--- src/rtl/regfile_lvt_pkg.sv ---
// Shared defaults and helpers for the live-value-table register file.
package regfile_lvt_pkg;

  localparam int NUM_WRITE_DEF = 2;
  localparam int NUM_READ_DEF  = 2;
  localparam int DEPTH_DEF     = 32;
  localparam int WIDTH_DEF     = 32;
  localparam int ZERO_REG_DEF  = 1;

  // LVT entry width: never narrower than one bit so the table stays declarable.
  function automatic int port_width(input int n);
    return (n <= 2) ? 1 : $clog2(n);
  endfunction

endpackage

--- src/rtl/regfile_lvt_bank.sv ---
// One write port's storage: NUM_READ identical replicas, each with its own async read port.
module regfile_lvt_bank #(
  parameter  int NUM_READ = 2,
  parameter  int DEPTH    = 32,
  parameter  int WIDTH    = 32,
  localparam int ADDR_W   = $clog2(DEPTH)
) (
  input  logic                               clk,
  input  logic                               resetN,
  input  logic                               we_i,
  input  logic [ADDR_W-1:0]                  waddr_i,
  input  logic [WIDTH-1:0]                   wdata_i,
  input  logic [NUM_READ-1:0][ADDR_W-1:0]    raddr_i,
  output logic [NUM_READ-1:0][WIDTH-1:0]     rdata_o
);

  // Every replica takes the same write so each read port gets a private copy.
  for (genvar r = 0; r < NUM_READ; r++) begin : g_rep
    logic [DEPTH-1:0][WIDTH-1:0] mem_q;

    always_ff @(posedge clk or negedge resetN) begin
      if (!resetN)   mem_q <= '0;
      else if (we_i) mem_q[waddr_i] <= wdata_i;
    end

    assign rdata_o[r] = mem_q[raddr_i[r]];
  end

endmodule

--- src/rtl/regfile_lvt_multiport.sv ---
// Multi-port register file: per-write-port replicated banks selected by a live-value table.
// Optional macro REGFILE_LVT_BYPASS_EN enables write-first forwarding to the read ports.
module regfile_lvt_multiport
  import regfile_lvt_pkg::*;
#(
  parameter  int NUM_WRITE = NUM_WRITE_DEF,
  parameter  int NUM_READ  = NUM_READ_DEF,
  parameter  int DEPTH     = DEPTH_DEF,
  parameter  int WIDTH     = WIDTH_DEF,
  parameter  int ZERO_REG  = ZERO_REG_DEF,
  localparam int ADDR_W    = $clog2(DEPTH),
  localparam int PORT_W    = port_width(NUM_WRITE)
) (
  input  logic                               clk,
  input  logic                               resetN,
  input  logic [NUM_WRITE-1:0]               writeEnable,
  input  logic [NUM_WRITE-1:0][ADDR_W-1:0]   writeAddress,
  input  logic [NUM_WRITE-1:0][WIDTH-1:0]    writeData,
  input  logic [NUM_READ-1:0][ADDR_W-1:0]    readAddress,
  output logic [NUM_READ-1:0][WIDTH-1:0]     readData,
  output logic                               writeConflict
);

  logic [NUM_WRITE-1:0]                          wr_req;
  logic [NUM_WRITE-1:0]                          wr_win;
  logic                                          conflict_d, conflict_q;
  logic [NUM_WRITE-1:0][NUM_READ-1:0][WIDTH-1:0] bank_rdata;
  logic [DEPTH-1:0][PORT_W-1:0]                  lvt_q;

  // Drop zero-register writes first so they never count toward a conflict,
  // then let the lowest-index surviving port own each contested address.
  always_comb begin
    wr_req     = '0;
    wr_win     = '0;
    conflict_d = 1'b0;
    for (int p = 0; p < NUM_WRITE; p++)
      wr_req[p] = writeEnable[p] && !(ZERO_REG != 0 && writeAddress[p] == '0);
    for (int p = 0; p < NUM_WRITE; p++) begin
      wr_win[p] = wr_req[p];
      for (int q = 0; q < p; q++)
        if (wr_req[q] && writeAddress[q] == writeAddress[p]) wr_win[p] = 1'b0;
      if (wr_req[p] && !wr_win[p]) conflict_d = 1'b1;
    end
  end

  always_ff @(posedge clk or negedge resetN) begin
    if (!resetN) conflict_q <= 1'b0;
    else         conflict_q <= conflict_d;
  end

  assign writeConflict = conflict_q;

  for (genvar p = 0; p < NUM_WRITE; p++) begin : g_bank
    regfile_lvt_bank #(
      .NUM_READ (NUM_READ),
      .DEPTH    (DEPTH),
      .WIDTH    (WIDTH)
    ) u_bank (
      .clk     (clk),
      .resetN  (resetN),
      .we_i    (wr_win[p]),
      .waddr_i (writeAddress[p]),
      .wdata_i (writeData[p]),
      .raddr_i (readAddress),
      .rdata_o (bank_rdata[p])
    );
  end

  // A single write port always holds the live copy; no table needed.
  if (NUM_WRITE == 1) begin : g_lvt_const
    assign lvt_q = '0;
  end else begin : g_lvt
    // Winners have distinct addresses, so loop order never matters here.
    always_ff @(posedge clk or negedge resetN) begin
      if (!resetN) begin
        lvt_q <= '0;
      end else begin
        for (int p = 0; p < NUM_WRITE; p++)
          if (wr_win[p]) lvt_q[writeAddress[p]] <= PORT_W'(p);
      end
    end
  end

  always_comb begin
    readData = '0;
    for (int r = 0; r < NUM_READ; r++) begin
      readData[r] = bank_rdata[lvt_q[readAddress[r]]][r];
`ifdef REGFILE_LVT_BYPASS_EN
      // At most one winner can match a given address.
      for (int p = 0; p < NUM_WRITE; p++)
        if (wr_win[p] && writeAddress[p] == readAddress[r]) readData[r] = writeData[p];
`endif
      if (ZERO_REG != 0 && readAddress[r] == '0) readData[r] = '0;
    end
  end

endmodule

--- config.mk ---
export PLATFORM = sky130hd
export DESIGN_NAME = regfile_lvt_multiport
export DESIGN_NICKNAME = d
export VERILOG_FILES = /design/src/rtl/regfile_lvt_pkg.sv /design/src/rtl/regfile_lvt_bank.sv /design/src/rtl/regfile_lvt_multiport.sv
export SDC_FILE = /design/constraint.sdc
export NUM_CORES = 2
export LEC_CHECK = 0
export CELL_PAD_IN_SITES_DETAIL_PLACEMENT = 1
export CELL_PAD_IN_SITES_GLOBAL_PLACEMENT = 1
export CORE_MARGIN = 8
export CORE_UTILIZATION = 49
export CTS_CLUSTER_DIAMETER = 150
export DETAILED_ROUTE_END_ITERATION = 8
export PLACE_DENSITY_LB_ADDON = 0.3
export SETUP_SLACK_MARGIN = 0.15
export SYNTH_ARGS = -nofsm -noshare
export SYNTH_HDL_FRONTEND = slang
export SYNTH_SLANG_ARGS = --single-unit
--- constraint.sdc ---
create_clock -name clk -period 4.4 [get_ports clk]
set_input_delay 1.32 -clock clk [delete_from_list [all_inputs] [get_ports clk]]
set_output_delay 1.32 -clock clk [all_outputs]
set_load 0.05 [all_outputs]
Yosys cells after proc, flatten, opt, wreduce, memory -nomap -nowiden --
Index checks and enable logic that the tools add are counted.
Word-level totals: bits of input ports 88, memory bits (read-only) 0, RAM bits 0, output and inout bits 65, logic and storage cells 220, latch bits 0, bits in registers 4129, memories 0
Operators by class: multipliers 0, reduce and logical (&&, ||, !) cells 13, bitwise gates (word level) 3, shift operators 0, multiplexer cells 34, $lt $le $gt $ge 8, equality and inequality tests 1, div/mod/pow operators 0, add/subtract/negate cells 0
Operators with widths (number):
- 1024-bit bitwise mux | 4
- 32-bit binary-select mux with 5-bit select | 4
- 32-bit two-way mux | 12
- 32-bit demux with 5-bit select | 2
- 64-bit two-way mux | 2
- 32-bit bitwise AND | 1
- 32-bit NOT | 1
- 32-bit OR | 1
- 5-bit by 6-bit < comparator with 1-bit output (second input constant) | 4
- 5-bit zero test | 4
- 1-bit binary-select mux with 5-bit select | 2
- 1-bit demux with 5-bit select | 2
- 5-bit by 1-bit >= comparator with 1-bit output (second input constant) | 2
- 1-bit logical AND | 6
- 1-bit two-way mux | 6
- 5-bit == test | 1
- 1-bit by 2-bit < comparator with 1-bit output (second input constant) | 2
- 1-bit zero test | 3

Logic depth before layout (Yosys ltp) --
depth in word-level cells 9, gate-level depth with buffers 10, gate-level depth less buffers 5

By module --
Synthesis repeated with hierarchy kept, for this count alone.
Unflattened totals: cells, all modules 9657, area, all modules 115649.7 um^2
Modules (own cells, without submodules):
- regfile_lvt_bank (g_bank[0].u_bank) | times used 1, area an instance 56102.6 um^2, cells each 4605, seq. area each 25624.6 um^2
- regfile_lvt_bank (g_bank[1].u_bank) | times used 1, area an instance 56097.6 um^2, cells each 4605, seq. area each 25624.6 um^2
- regfile_lvt_multiport | times used 1, area an instance 3449.6 um^2, cells each 447, seq. area each 825.8 um^2

Least setup slack after synthesis --
OpenSTA, ideal clock, no wires.
path kind input -> output, from in readAddress[0] in the netlist's numbering, to out readData[10] in the netlist's numbering, required time 3080 ps, cell stages on the path 8, path buffers 3, arrival 3701 ps, setup slack -621 ps, cells stage by stage buf_2 -> buf_6 -> mux4_2 -> mux2_2 -> a22oi_1 -> o21ai_2 -> buf_6 -> mux2i_1
RTL lines:
- start, declared | line regfile_lvt_multiport.sv:19 | input logic [NUM_READ-1:0][ADDR_W-1:0] readAddress,
- end, declared | line regfile_lvt_multiport.sv:20 | output logic [NUM_READ-1:0][WIDTH-1:0] readData,

==> key figures <==
Run status
  • Status: finished with violations
  • Failing checks: setup timing

Worst setup path
  • Crit-path max FO: 7
  • CP Data Required Time: 3.08 ns
  • Startpoint types: input pin
  • Setup crit end kind: output port
  • Setup CP Type: input pin to output port
  • CP Data Arrival Time: between 3 and 4 ns

Timing
  • Final Slew Violations: 0
  • Setup TNS: -31.01 ns
  • Hold Fails Final Rpt: 0
  • Worst Clk Skew: 0 ns
  • Worst setup margin: -0.648 ns
  • Unrepaired setup endpoints after global routing: yes
  • Final hold slack: approximately 0.4 ns
  • Final setup fails: 64
  • Slew @ Worst Pin: about 1.4 ns
  • Period Utilization, post-route: 1.15
  • Worst rel slew slack: 0.0837
  • Fin crit period: ~5.0 ns
  • Fmax: between 0.15 and 0.2 GHz

Pwr
  • Max rail drop VDD: between 0.0003 and 0.0004 V
  • PwrDens: between 400 and 500 mW/mm²
  • Lkg Pwr: between 60 and 70 nW

Run
  • Max-cap viol count: 0

Clocking
  • H-tree levels: 4
  • Clk sinks: approximately 2100
  • CTS tree: built
  • Hold buffers post-CTS: 0
  • Num CTS Buffers: about 220
  • CTS clk-pin slew, worst paths: 0.06 ns
  • Clk_lat worst skew: approximately 0.9 ns
  • CTS root buffer: clkbuf_16
  • Clock tree buffer depth: 3

Placement
  • Post-DP HPWL: 264000 µm
  • Dpl ws: -0.880 ns
  • Gpl congestion: between 0.8 and 0.9
  • Buffers on Ports: approximately 150

Synthesis
  • Post-synth cell types: between 40 and 50
  • Post-synthesis cell count: approximately 7400
  • Seq/Total Area, Yosys: 0.465
  • Async S/R FF share, synth: 1.00
  • Yosys Warn Count: 0
  • Syn_nets: around 7500
  • Register bit total from synthesis: 2081
  • Synth Cell Area: 0.112 mm²
  • Syn Area/Cell: roughly 15 µm²
  • Post-synth EDFFs: 0
  • Post-synth top flop: dfrtp_1

Floorplan
  • Die Area: 0.244 mm²
  • Die extent in x: slightly below 500 µm
  • IO Pins: 153
  • Core area: around 0.23 mm²
  • # rows: about 180
  • Die Span Y: 494 µm
  • Initial Utilization: 0.493

Drt
  • Drt wl/cell: 38.2 µm
  • DRT Pass-1 Iters: 5
  • Post-route DRC: 0
  • DR vias: 76395
  • Final wirelength: ~430000 µm
  • Vias per cell: about 6.9
  • DRT iter0 DRCs: 7643
  • Antenna Nets Post-Route: 0

Global route
  • Largest net degree at the start of global routing: between 150 and 200
  • GR Overflow Total: 0
  • First-pass GRT wire length: about 620000 µm
  • Initial antenna violation count: 25
  • Vias in the first global route: roughly 84000
  • Tot GR Track Use: 0.343

Cells and area
  • Nets@finish: approximately 8000
  • Area delta synth->final: 21.7%
  • Share of cells above drive strength 1: 0.599

Min path
  • Min-delay worst type: flip-flop to flip-flop
==> metrics by stage <==
stage	total power, W	cell area [µm²]	std cells	util
2_1_floorplan	0.0349	113000	7390	-
3_3_place_gp	0.0396	125000	10556	0.548
3_5_place_dp	0.0407	125000	10556	0.548
4_1_cts	0.0614	135000	11074	0.594
5_1_grt	0.0639	136000	11144	0.600
6_report	0.0619	136000	11151	0.600
==> logic make-up (layout without fill, tap and decap cells) <==
group | after synthesis | after routing | share of synthesized area
compound gates | 358 | 358 | 0.0240
simple gates | 533 | 533 | 0.0199
buf+inv | 873 | 1602 | 0.0360
xor+xnor | 5 | 5 | 0.000391
other cells | 0 | 23 | 0
flops | 2081 | 2081 | 0.465
mux | 3540 | 3540 | 0.455
==> critical path, stage by stage <==
cell     delay (ns)
buf_16         0.16
buf_8          0.13
mux4_2         0.49
mux4_2         0.49
inv_2          0.09
o21ai_4        0.15
buf_12         0.19
buf_12         0.15
mux2i_4        0.26
buf_6          0.15
buf_12         0.12
==> layer usage <==
layer	part of all wire	track usage
met1	0.37	0.437
met3	0.081	0.0717
met5	0.000035	0
met4	0.074	0.217
met2	0.47	0.538
==> synth_stat cells, types with 5 or more instances <==
library cell,number,share of area
buf_6,45,0.0045
o2111ai_1,66,0.0052
inv_1,9,0.00030
nor2_1,213,0.0071
xnor2_1,5,0.00039
mux2_4,183,0.025
buf_4,32,0.0021
buf_1,95,0.0032
or2_1,8,0.00045
a221oi_1,62,0.0048
nor3_1,5,0.00022
mux2_2,1924,0.19
nor2b_1,8,0.00045
dfrtp_1,2081,0.46
nand2b_1,14,0.00078
or2_2,20,0.0011
a22oi_1,66,0.0044
nand2_1,240,0.0080
mux2i_1,446,0.040
o21ai_0,18,0.00080
mux4_2,978,0.20
mux2_1,9,0.00090
clkbuf_1,455,0.015
buf_2,237,0.011
o22ai_1,130,0.0073
==> sequential cells by signal (all words and copies together) (netlist names) <==
name,count
lvt_q,32
g_bank.u_bank.g_rep.mem_q,2048
writeConflict,1
==> worst paths after layout <==
path                                                                        from                                                to  slack [ns]  cells after the start
worst max-delay path                                              readAddress[5]                                      readData[60]       -0.65                     11
worst min-delay path             g_bank[1].u_bank.g_rep[0].mem_q[31]$_DFFE_PN0P_   g_bank[1].u_bank.g_rep[0].mem_q[31]$_DFFE_PN0P_        0.40                      0
worst max register to register  g_bank[1].u_bank.g_rep[1].mem_q[613]$_DFFE_PN0P_  g_bank[1].u_bank.g_rep[1].mem_q[613]$_DFFE_PN0P_        3.52                      1
worst min register to register   g_bank[1].u_bank.g_rep[0].mem_q[31]$_DFFE_PN0P_   g_bank[1].u_bank.g_rep[0].mem_q[31]$_DFFE_PN0P_        0.40                      0
max in group asynchronous                                                 resetN  g_bank[1].u_bank.g_rep[1].mem_q[853]$_DFFE_PN0P_        2.65                      2
min in group asynchronous                                                 resetN  g_bank[1].u_bank.g_rep[1].mem_q[550]$_DFFE_PN0P_        0.41                      1
==> report_power, final <==
part	total, W	leakage (nW)	switching, W	internal [W]
Clock	0.0200	3.79	0.00840	0.0116
Sequential	0.0259	26.7	0.00304	0.0228
Combinational	0.0161	29.7	0.00693	0.00912
Total	0.0619	60.2	0.0184	0.0435
==> final cells by class <==
class | instances | area (µm²)
fill | 20057 | 91100
antenna | 23 | 57.6
clock buffer | 331 | 6610
inverter | 9 | 33.8
sequential | 2081 | 52100
timing repair buffer | 1177 | 14700
tap | 3009 | 3760
clock inverter | 85 | 1080
multi-input combinational | 4436 | 58100
==> what timing repair did <==
| item | CTS | global route |
|---|---|---|
| buffers inserted | 80 | 47 |
| pin swaps | 44 | 41 |
| setup endpoints to repair | 64 | 64 |
| gates cloned | 22 | 8 |
| resized for setup | 275 | 125 |
==> cells in the final DEF (no fill, tap or decap), types with 8 or more instances in the layout <==
master,Yosys,layout
bufinv_16,0,21
clkdlybuf4s50_1,0,77
clkinvlp_4,0,9
mux2i_1,446,361
buf_6,45,96
dfrtp_1,2081,2081
o22ai_1,130,107
a22oi_2,0,8
clkinv_2,0,44
a221oi_2,0,15
a221oi_4,0,8
mux2_4,183,186
mux2_1,9,9
nor2_4,0,23
mux4_2,978,978
mux2i_2,0,29
nor2_2,3,19
nand2_2,0,27
or2_4,0,22
o22ai_2,0,20
nand2_1,240,206
buf_8,0,17
o2111ai_2,3,38
clkbuf_16,0,233
buf_4,32,597
clkbuf_1,455,48
o2111ai_1,66,28
o21ai_0,18,18
diode_2,0,23
buf_12,0,334
buf_16,0,39
clkbuf_8,0,58
a221oi_1,62,39
nor2_1,213,174
a22oi_1,66,58
mux2i_4,0,56
mux2_2,1924,1921
(Power assumes the default switching activity.)
